## src/rtl/overlap_add_accumulator.sv

```systemverilog
// overlap_add_accumulator
//   Overlap-add stage for strided transposed-convolution columns. Each accepted
//   beat adds every strobed kernel-column segment j into an output-row buffer
//   at pixel offset j*STRIDE. A row closes after N_BEATS beats or on in_last,
//   and is then held on a valid/ready output until the consumer takes it.
//   The accumulator is also the output register (no double buffering).
//
// Ports
//   clk, rst_n           clock; synchronous active-low reset
//   in_valid/in_ready    input beat handshake
//   in_strobe            per-segment participation mask
//   in_last              close the row after this beat
//   in_data              N_COL_FEATURE segments of N_COL_KERNEL signed IN_W elements
//   out_valid/out_ready  row handshake
//   out_data             N_PIX_OUT signed ACC_W pixels
//   out_beats            beats accumulated into the presented row
//   sat_flag             some pixel of the presented row saturated
//
// Build option
//   SATURATE_EN  defined: pixel adds clamp to the ACC_W signed range and
//                sat_flag is sticky across the row. Undefined: adds wrap and
//                sat_flag is tied low.
//
// state    | meaning
// ---------+----------------------------------------------
// ST_ACCUM | accumulating beats, out_valid=0
// ST_HOLD  | finished row presented, out_valid=1

module overlap_add_accumulator #(
  parameter int BIT_WIDTH     = 8,
  parameter int N_COL_FEATURE = 8,
  parameter int N_COL_KERNEL  = 5,
  parameter int STRIDE        = 2,
  parameter int N_BEATS       = 4,
  parameter int GUARD_BITS    = 4,
  localparam int IN_W      = 2*BIT_WIDTH,
  localparam int ACC_W     = IN_W + GUARD_BITS,
  localparam int N_PIX_IN  = N_COL_FEATURE*N_COL_KERNEL,
  localparam int N_PIX_OUT = (N_COL_FEATURE-1)*STRIDE + N_COL_KERNEL,
  localparam int CNT_W     = $clog2(N_BEATS+1)
) (
  input  logic                       clk,
  input  logic                       rst_n,
  input  logic                       in_valid,
  output logic                       in_ready,
  input  logic [N_COL_FEATURE-1:0]   in_strobe,
  input  logic                       in_last,
  input  logic [IN_W*N_PIX_IN-1:0]   in_data,
  output logic                       out_valid,
  input  logic                       out_ready,
  output logic [ACC_W*N_PIX_OUT-1:0] out_data,
  output logic [CNT_W-1:0]           out_beats,
  output logic                       sat_flag
);

  localparam int SEG_W = IN_W*N_COL_KERNEL;
  // One pixel sees at most N_COL_FEATURE overlapping segments.
  localparam int SUM_W = IN_W + $clog2(N_COL_FEATURE+1);
  localparam int MAX_W = (ACC_W > SUM_W) ? ACC_W : SUM_W;
`ifdef SATURATE_EN
  // One extra bit so the clamp comparison sees the true overflowed sum.
  localparam int ADD_W = MAX_W + 1;
  localparam logic signed [ADD_W-1:0] SAT_MAX = ADD_W'((64'sd1 <<< (ACC_W-1)) - 64'sd1);
  localparam logic signed [ADD_W-1:0] SAT_MIN = ADD_W'(-(64'sd1 <<< (ACC_W-1)));
`else
  localparam int ADD_W = MAX_W;
`endif

  localparam logic [0:0] ST_ACCUM = 1'b0;
  localparam logic [0:0] ST_HOLD  = 1'b1;

  logic [0:0]               r_state;
  logic [ACC_W*N_PIX_OUT-1:0] r_acc;
  logic [CNT_W-1:0]         r_beat_cnt;
  logic [CNT_W-1:0]         r_out_beats;
  logic                     r_sat;

  logic                     w_accept;
  logic                     w_restart;
  logic                     w_close;
  logic [CNT_W-1:0]         w_base_cnt;
  logic                     w_sat_any;
  logic                     w_sat_nxt;
  logic [ACC_W*N_PIX_OUT-1:0] w_acc_nxt;
  logic signed [IN_W-1:0]   w_elem;
  logic signed [ACC_W-1:0]  w_base;
  logic signed [ADD_W-1:0]  w_sum;
  logic signed [SUM_W-1:0]  w_contrib [N_PIX_OUT];

  assign in_ready  = (r_state == ST_ACCUM) | out_ready;
  assign out_valid = (r_state == ST_HOLD);
  assign out_data  = r_acc;
  assign out_beats = r_out_beats;
  assign sat_flag  = r_sat;

  // Full-precision per-pixel contribution of the current beat.
  always_comb begin
    w_elem = '0;
    for (int p = 0; p < N_PIX_OUT; p++) w_contrib[p] = '0;
    for (int j = 0; j < N_COL_FEATURE; j++) begin
      for (int k = 0; k < N_COL_KERNEL; k++) begin
        w_elem = in_data[j*SEG_W + k*IN_W +: IN_W];
        if (in_strobe[j])
          w_contrib[j*STRIDE + k] = w_contrib[j*STRIDE + k] + SUM_W'(w_elem);
      end
    end
  end

  // A HOLD row that is being consumed restarts from zero, so a beat accepted
  // in the same cycle forms the first beat of the next row.
  always_comb begin
    w_accept   = in_valid & in_ready;
    w_restart  = (r_state == ST_HOLD) & out_ready;
    w_base_cnt = w_restart ? '0 : r_beat_cnt;
    w_close    = w_accept & ((w_base_cnt == CNT_W'(N_BEATS-1)) | in_last);
    w_sat_any  = 1'b0;
    w_acc_nxt  = '0;
    w_base     = '0;
    w_sum      = '0;
    for (int p = 0; p < N_PIX_OUT; p++) begin
      w_base = w_restart ? '0 : r_acc[p*ACC_W +: ACC_W];
      w_sum  = ADD_W'(w_base) + ADD_W'(w_contrib[p]);
      if (w_accept) begin
`ifdef SATURATE_EN
        if (w_sum > SAT_MAX) begin
          w_acc_nxt[p*ACC_W +: ACC_W] = SAT_MAX[ACC_W-1:0];
          w_sat_any = 1'b1;
        end else if (w_sum < SAT_MIN) begin
          w_acc_nxt[p*ACC_W +: ACC_W] = SAT_MIN[ACC_W-1:0];
          w_sat_any = 1'b1;
        end else begin
          w_acc_nxt[p*ACC_W +: ACC_W] = w_sum[ACC_W-1:0];
        end
`else
        w_acc_nxt[p*ACC_W +: ACC_W] = w_sum[ACC_W-1:0];
`endif
      end else begin
        w_acc_nxt[p*ACC_W +: ACC_W] = w_base;
      end
    end
    w_sat_nxt = (w_restart ? 1'b0 : r_sat) | w_sat_any;
  end

  always_ff @(posedge clk) begin
    if (!rst_n) begin
      r_state     <= ST_ACCUM;
      r_acc       <= '0;
      r_beat_cnt  <= '0;
      r_out_beats <= '0;
      r_sat       <= 1'b0;
    end else begin
      r_acc <= w_acc_nxt;
      r_sat <= w_sat_nxt;
      if (w_accept) begin
        if (w_close) begin
          r_state     <= ST_HOLD;
          r_out_beats <= w_base_cnt + CNT_W'(1);
          r_beat_cnt  <= '0;
        end else begin
          r_state    <= ST_ACCUM;
          r_beat_cnt <= w_base_cnt + CNT_W'(1);
        end
      end else if (w_restart) begin
        r_state    <= ST_ACCUM;
        r_beat_cnt <= '0;
      end
    end
  end

endmodule

```

## config.mk

```make
export PLATFORM = sky130hd
export DESIGN_NAME = overlap_add_accumulator
export DESIGN_NICKNAME = d
export VERILOG_FILES = /design/src/rtl/overlap_add_accumulator.sv
export SDC_FILE = /design/constraint.sdc
export NUM_CORES = 2
export LEC_CHECK = 0
export ABC_AREA = 1
export BUFFER_PORTS_ARGS = -buffer_cell sky130_fd_sc_hd__buf_2
export CAP_MARGIN = 30
export CORE_AREA = 3 3 404 406
export DETAILED_ROUTE_END_ITERATION = 12
export DIE_AREA = 0 0 407 409
export PLACE_DENSITY_LB_ADDON = 0.2
export SETUP_SLACK_MARGIN = 0.3
export SYNTH_ARGS = -nofsm -noshare
export SYNTH_HDL_FRONTEND = slang
export SYNTH_SLANG_ARGS = --single-unit
```

## constraint.sdc

```tcl
create_clock -name clk -period 5.8 [get_ports clk]
set_clock_uncertainty 0.1 [all_clocks]
set_input_delay 0.58 -clock clk [delete_from_list [all_inputs] [get_ports clk]]
set_output_delay 0.58 -clock clk [all_outputs]
set_load 0.1 [all_outputs]
```

## Word level (Yosys, flattened, before mapping)

Cells that the tools add are included.

| storage, ports and cells | value |
|---|---|
| bits in registers | 387 |

| operators by class | value |
|---|---|
| bitwise gates (word level) | 6 |
| reductions and logical operators | 2 |
| muxes and demuxes | 84 |
| add/subtract/negate cells | 41 |
| equal/unequal tests | 1 |

Operators with widths:

| cell | count |
|---|---|
| $mux W20 | 78 |
| $add A20 B16 Y20 | 21 |
| $add A20 B20 Y20 | 19 |
| $mux W3 | 3 |
| $add A3 B1 Y3 const B | 1 |
| $and A1 B1 Y1 | 3 |
| $eq A3 B2 Y1 const B | 1 |
| $mux W1 | 3 |
| $or A1 B1 Y1 | 2 |
| $reduce_and A2 Y1 | 1 |
| $reduce_bool A2 Y1 | 1 |
| $not A1 Y1 | 1 |

## Logic depth before layout (Yosys ltp)

| depth | value |
|---|---|
| depth after elaboration | 7 |
| mapped depth | 43 |

## Worst setup path after synthesis

OpenSTA, ideal clock, no wires.

| timing path | value |
|---|---|
| path type | input port to flip-flop |
| from | input port in_strobe[0] |
| to | register r_acc[98], in the netlist out_data[98] |
| data required time | 5,642 ps |
| cell stages on the path | 38 |
| setup slack | -131 ps |
| buffers on the path | 3 |
| library setup time | 58 ps |
| arrival time | 5,773 ps |
| cell sequence | buf_4 > clkbuf_1 > clkbuf_1 > nand2_1 > inv_1 > ha_1 > inv_1 > fa_1 > inv_1 > nand3_1 > o21ai_2 > nand2_1 > nand2_1 > nand2_1 > nand2_2 > xor2_1 > o21ai_0 > inv_1 > (+2 left out) > a21oi_1 > nand2_1 > a31oi_1 > o21ai_0 > nand2_1 > nand2_1 > or2_2 > nand3_1 > o21ai_0 > ha_1 > nand2_1 > nor3_1 > nor3b_1 > nand3_1 > a31o_2 > nand3_1 > o211ai_1 > inv_1 |

| on the way | value |
|---|---|
| word-level cells in the longest chain between the ends | 7 |

RTL lines:

| element | line | source |
|---|---|---|
| from (decl) | 46 | `input logic [N_COL_FEATURE-1:0] in_strobe,` |
| $mux W20 (*) | 103 | `if (in_strobe[j])` |
| $add A20 B16 Y20 | 104 | `w_contrib[j*STRIDE + k] = w_contrib[j*STRIDE + k] + SUM_W'(w_elem);` |
| $mux W20 (*) | 103 |  |
| $add A20 B16 Y20 | 104 |  |
| $mux W20 (*) | 103 |  |
| $add A20 B20 Y20 (*) | 122 | `w_sum = ADD_W'(w_base) + ADD_W'(w_contrib[p]);` |
| $mux W20 (*) | 123 | `if (w_accept) begin` |
| to (signal assigned) | 152 | `r_acc <= w_acc_nxt;` |
| to (decl) | 73 | `logic [ACC_W*N_PIX_OUT-1:0] r_acc;` |

Every way passes the cells marked *; elsewhere a longest branch is shown, timed or not.
A chain may end at the register's enable or synchronous reset.

## Worst setup path after layout

| timing path | value |
|---|---|
| from | input port in_strobe[1] |
| to | register r_acc[139], in the netlist out_data[139] |

The elaborated chain is that of the path after synthesis.

==> qor.yml <==
outcome:
  outcome: "complete, no violations"
sta:
  period_share: 0.885
  slew_headroom: 0.355
  timing.final.crit_period_ns: 5.13
  final.setup.tns_ns: 0
  setup_viol: 0
  hold_slack_ns: 0.243
  final-max-slew-violation-count: 0
  tightest_slew_ns: 0.957
  rsz0062_at_grt: "true"
  finalHoldViolations: 0
  max_freq_mhz: 195
die:
  die_area_um2: 166000
  die-height_um: 409
  die_x_um: 407
  floorplan.initialDensity: 0.355
  core_um2: 160000
  pin_count: 1039
  rows: 147
finish:
  syn2layout_area_growth_pct: 18.5
  mostFrequentLayoutCells: "nand2_1 (2346), inv_1 (1610), a21oi_1 (1060), buf_2 (1032), o21ai_0 (821)"
  final_nets: 11900
  final_core_util: 0.421
  drive_gt1_frac: 0.145
  multi_input_area_um2: 42100
  final_common_cell: "nand2_1"
  final_design_area_no_fill_um2: 67400
  seqCellArea_um2: 7750
  nFillCells: 17700
synth:
  netlist_area_um2: 56800
  synth_top_family_by_area: "simple AND/OR/NAND/NOR gates"
  synthArstFlopShare: 0
  ys_seq_area_frac: 0.136
  ys_warn_count: 0
  yosys.area_share.adder: 0.167
  synth_top_cell_area_share: 0.155
  synthFlopType: "dfxtp_1"
  synth_area_leader_cell: "nand2_1"
  avgSynthCellArea_um2: 5.94
  muxShareOfSynthArea: 0
  yosys.area_share.simple: 0.268
  yosys_register_bits: 387
  synth_compound_area_frac: 0.230
  synth.area.top_cells: "nand2_1 (16%), ha_1 (15%), dfxtp_1 (14%)"
  synthCells: 9569
  synth_edf_count: 0
  synth-xor-area-share: 0.0707
  syn-num-nets: 11000
  yosysUniqueCellTypes: 59
clock_tree:
  cts_tree: "built"
  cts_made_buffers: 58
  htree_num_levels: 2
  hold_buffers: 0
  clk_pin_slew_ns: 0.06
  cts_max_path_buffers: 3
  clock-sinks: 387
  cts-root-buf: "clkbuf_16"
  clk_latency_ns: 0.67
worst_setup_path:
  start_kind: "input pin"
  critPathKind: "input pin to register"
  path_max_fanout: 8
  critPathCaptureType: "register"
  arrival_ns: 5.57
  cpPeakStageDelay_ns: 0.41
  reg2reg_depth: 17
  required_ns: 6.24
  crit_top_cell: "nand2_1"
  cp_slowest_cell: "ha_1"
global_route:
  grt_pass1_wl_mm: 342
  grt_usage: 0.260
  grt_overflow: 0
  grt_pass1_vias: 60900
  grt_max_degree: 180
  antenna_found_initial: 48
route:
  ant_nets: 0
  totalWireLength_mm: 228
  drt-vias-per-instance: 5.05
  vias: 64500
  route.detailed.drc: 0
  wl_per_cell_um: 17.8
  dr.pass1.iters: 8
  first_iter_violations: 3946
power_and_ir_drop:
  power_mw: 18.2
  irDropWorstVdd_uv: 248
  p_sw_frac: 0.526
  pwr_density_cell_nw_per_um2: 270
  p_clk_frac: 0.211
  switching_power_mw: 9.58
  p_int_mw: 8.62
  comb_power_share: 0.607
  leakage_nw: 39.9
  p_seq_frac: 0.182
hold_path:
  whs_path_depth: 4
  hp-class: "input pin to register"
placed_design:
  port_buffers: 1037
  hpwl_mm: 187
  placedInstanceArea_um2: 64900
  gp_congestion: 0.994
flow_run:
  cap_violations: 0
[metrics by stage]
step | setup WS (ns) | std cells
after CTS | 0.657 | 12700
after global routing | 0.249 | 12800
after floorplan | 0.275 | 9569
final | 0.669 | 12800
after detailed placement | -0.0501 | 12600
after global placement | -0.00612 | 12600
[layer usage]
layer / global-route usage / share of wire / vias up / wire, µm
li1: - / - / 33300 / -
met1: 0.324 / 0.43 / 29300 / 98600
met2: 0.439 / 0.46 / 1608 / 105000
met3: 0.0474 / 0.066 / 323 / 14900
met4: 0.101 / 0.041 / 22 / 9410
met5: 0 / 0.00064 / - / 145
[worst max-delay path: cells and delay by family]
family          cells  cell delay (ns)
fa+ha+maj           4             1.26
simple gates       24             2.62
buf+inv             5             0.46
compound gates      3             0.66
[power groups by stage]
stage / Combinational [mW] / Clock (mW) / Sequential (mW)
detailed placement: 10.9 / 0 / 3.37
global placement: 10.8 / 0 / 3.36
finish: 11.0 / 3.84 / 3.31
global route: 12.2 / 4.06 / 3.34
CTS: 10.9 / 3.98 / 3.31
floorplan: 5.76 / 0 / 5.77
[path summary, 6_finish.rpt]
| kind | start | end | slack [ns] |
|---|---|---|---|
| max | in_strobe[1] | out_data[139] | 0.67 |
| min | out_ready | out_valid | 0.24 |
| max reg2reg | out_valid | out_data[377] | 1.86 |
| min reg2reg | out_data[379] | out_data[379] | 0.39 |
[layout make-up]
type / instances / share of cell area
Multi-Input combinational cell: 7263 / 0.625
Sequential cell: 387 / 0.115
Timing Repair Buffer: 1204 / 0.0975
Inverter: 1637 / 0.0915
Tap cell: 2160 / 0.0401
Clock buffer: 78 / 0.0240
Clock inverter: 23 / 0.00546
Antenna cell: 28 / 0.00104
[repair_timing]
action                                  in CTS  in global routing
resized for setup                            0                 76
buffers inserted                             0                 16
endpoints found under the setup margin       0                 21
[cell usage after synthesis, types with 16 or more instances]
cell / count
a21o_1: 81
nand4_1: 81
nand2_1: 2350
xor2_1: 280
a21oi_1: 1075
nor2_2: 16
or2_2: 37
a21oi_2: 18
inv_2: 19
ha_1: 695
xnor2_1: 179
o21bai_1: 45
clkbuf_1: 177
o22ai_1: 25
nand2_2: 41
nor3_1: 76
nor4_1: 21
o21a_1: 19
o31ai_1: 29
buf_2: 35
o21ai_1: 60
nand3_1: 408
o21ai_0: 835
o211ai_1: 62
inv_1: 1615
a31oi_1: 80
fa_1: 40
buf_1: 63
dfxtp_1: 387
nor2_1: 555
[state kept, by name, indices dropped and copies added (netlist names)]
register	cells
out_beats	3
out_data	380
out_valid	1
r_beat_cnt	3
[kinds of logic (layout without fill, tap and decap cells)]
| group | after synthesis | after routing |
|---|---|---|
| buffers and inverters | 1919 | 2942 |
| adders and majority gates | 735 | 735 |
| xor gates and xnor gates | 459 | 459 |
| and+or+nand+nor | 3666 | 3666 |
| AOI/OAI and AO/OA | 2402 | 2402 |
| other | 1 | 29 |
| DFF | 387 | 387 |
Note: power is estimated with default switching activity, not from simulation.
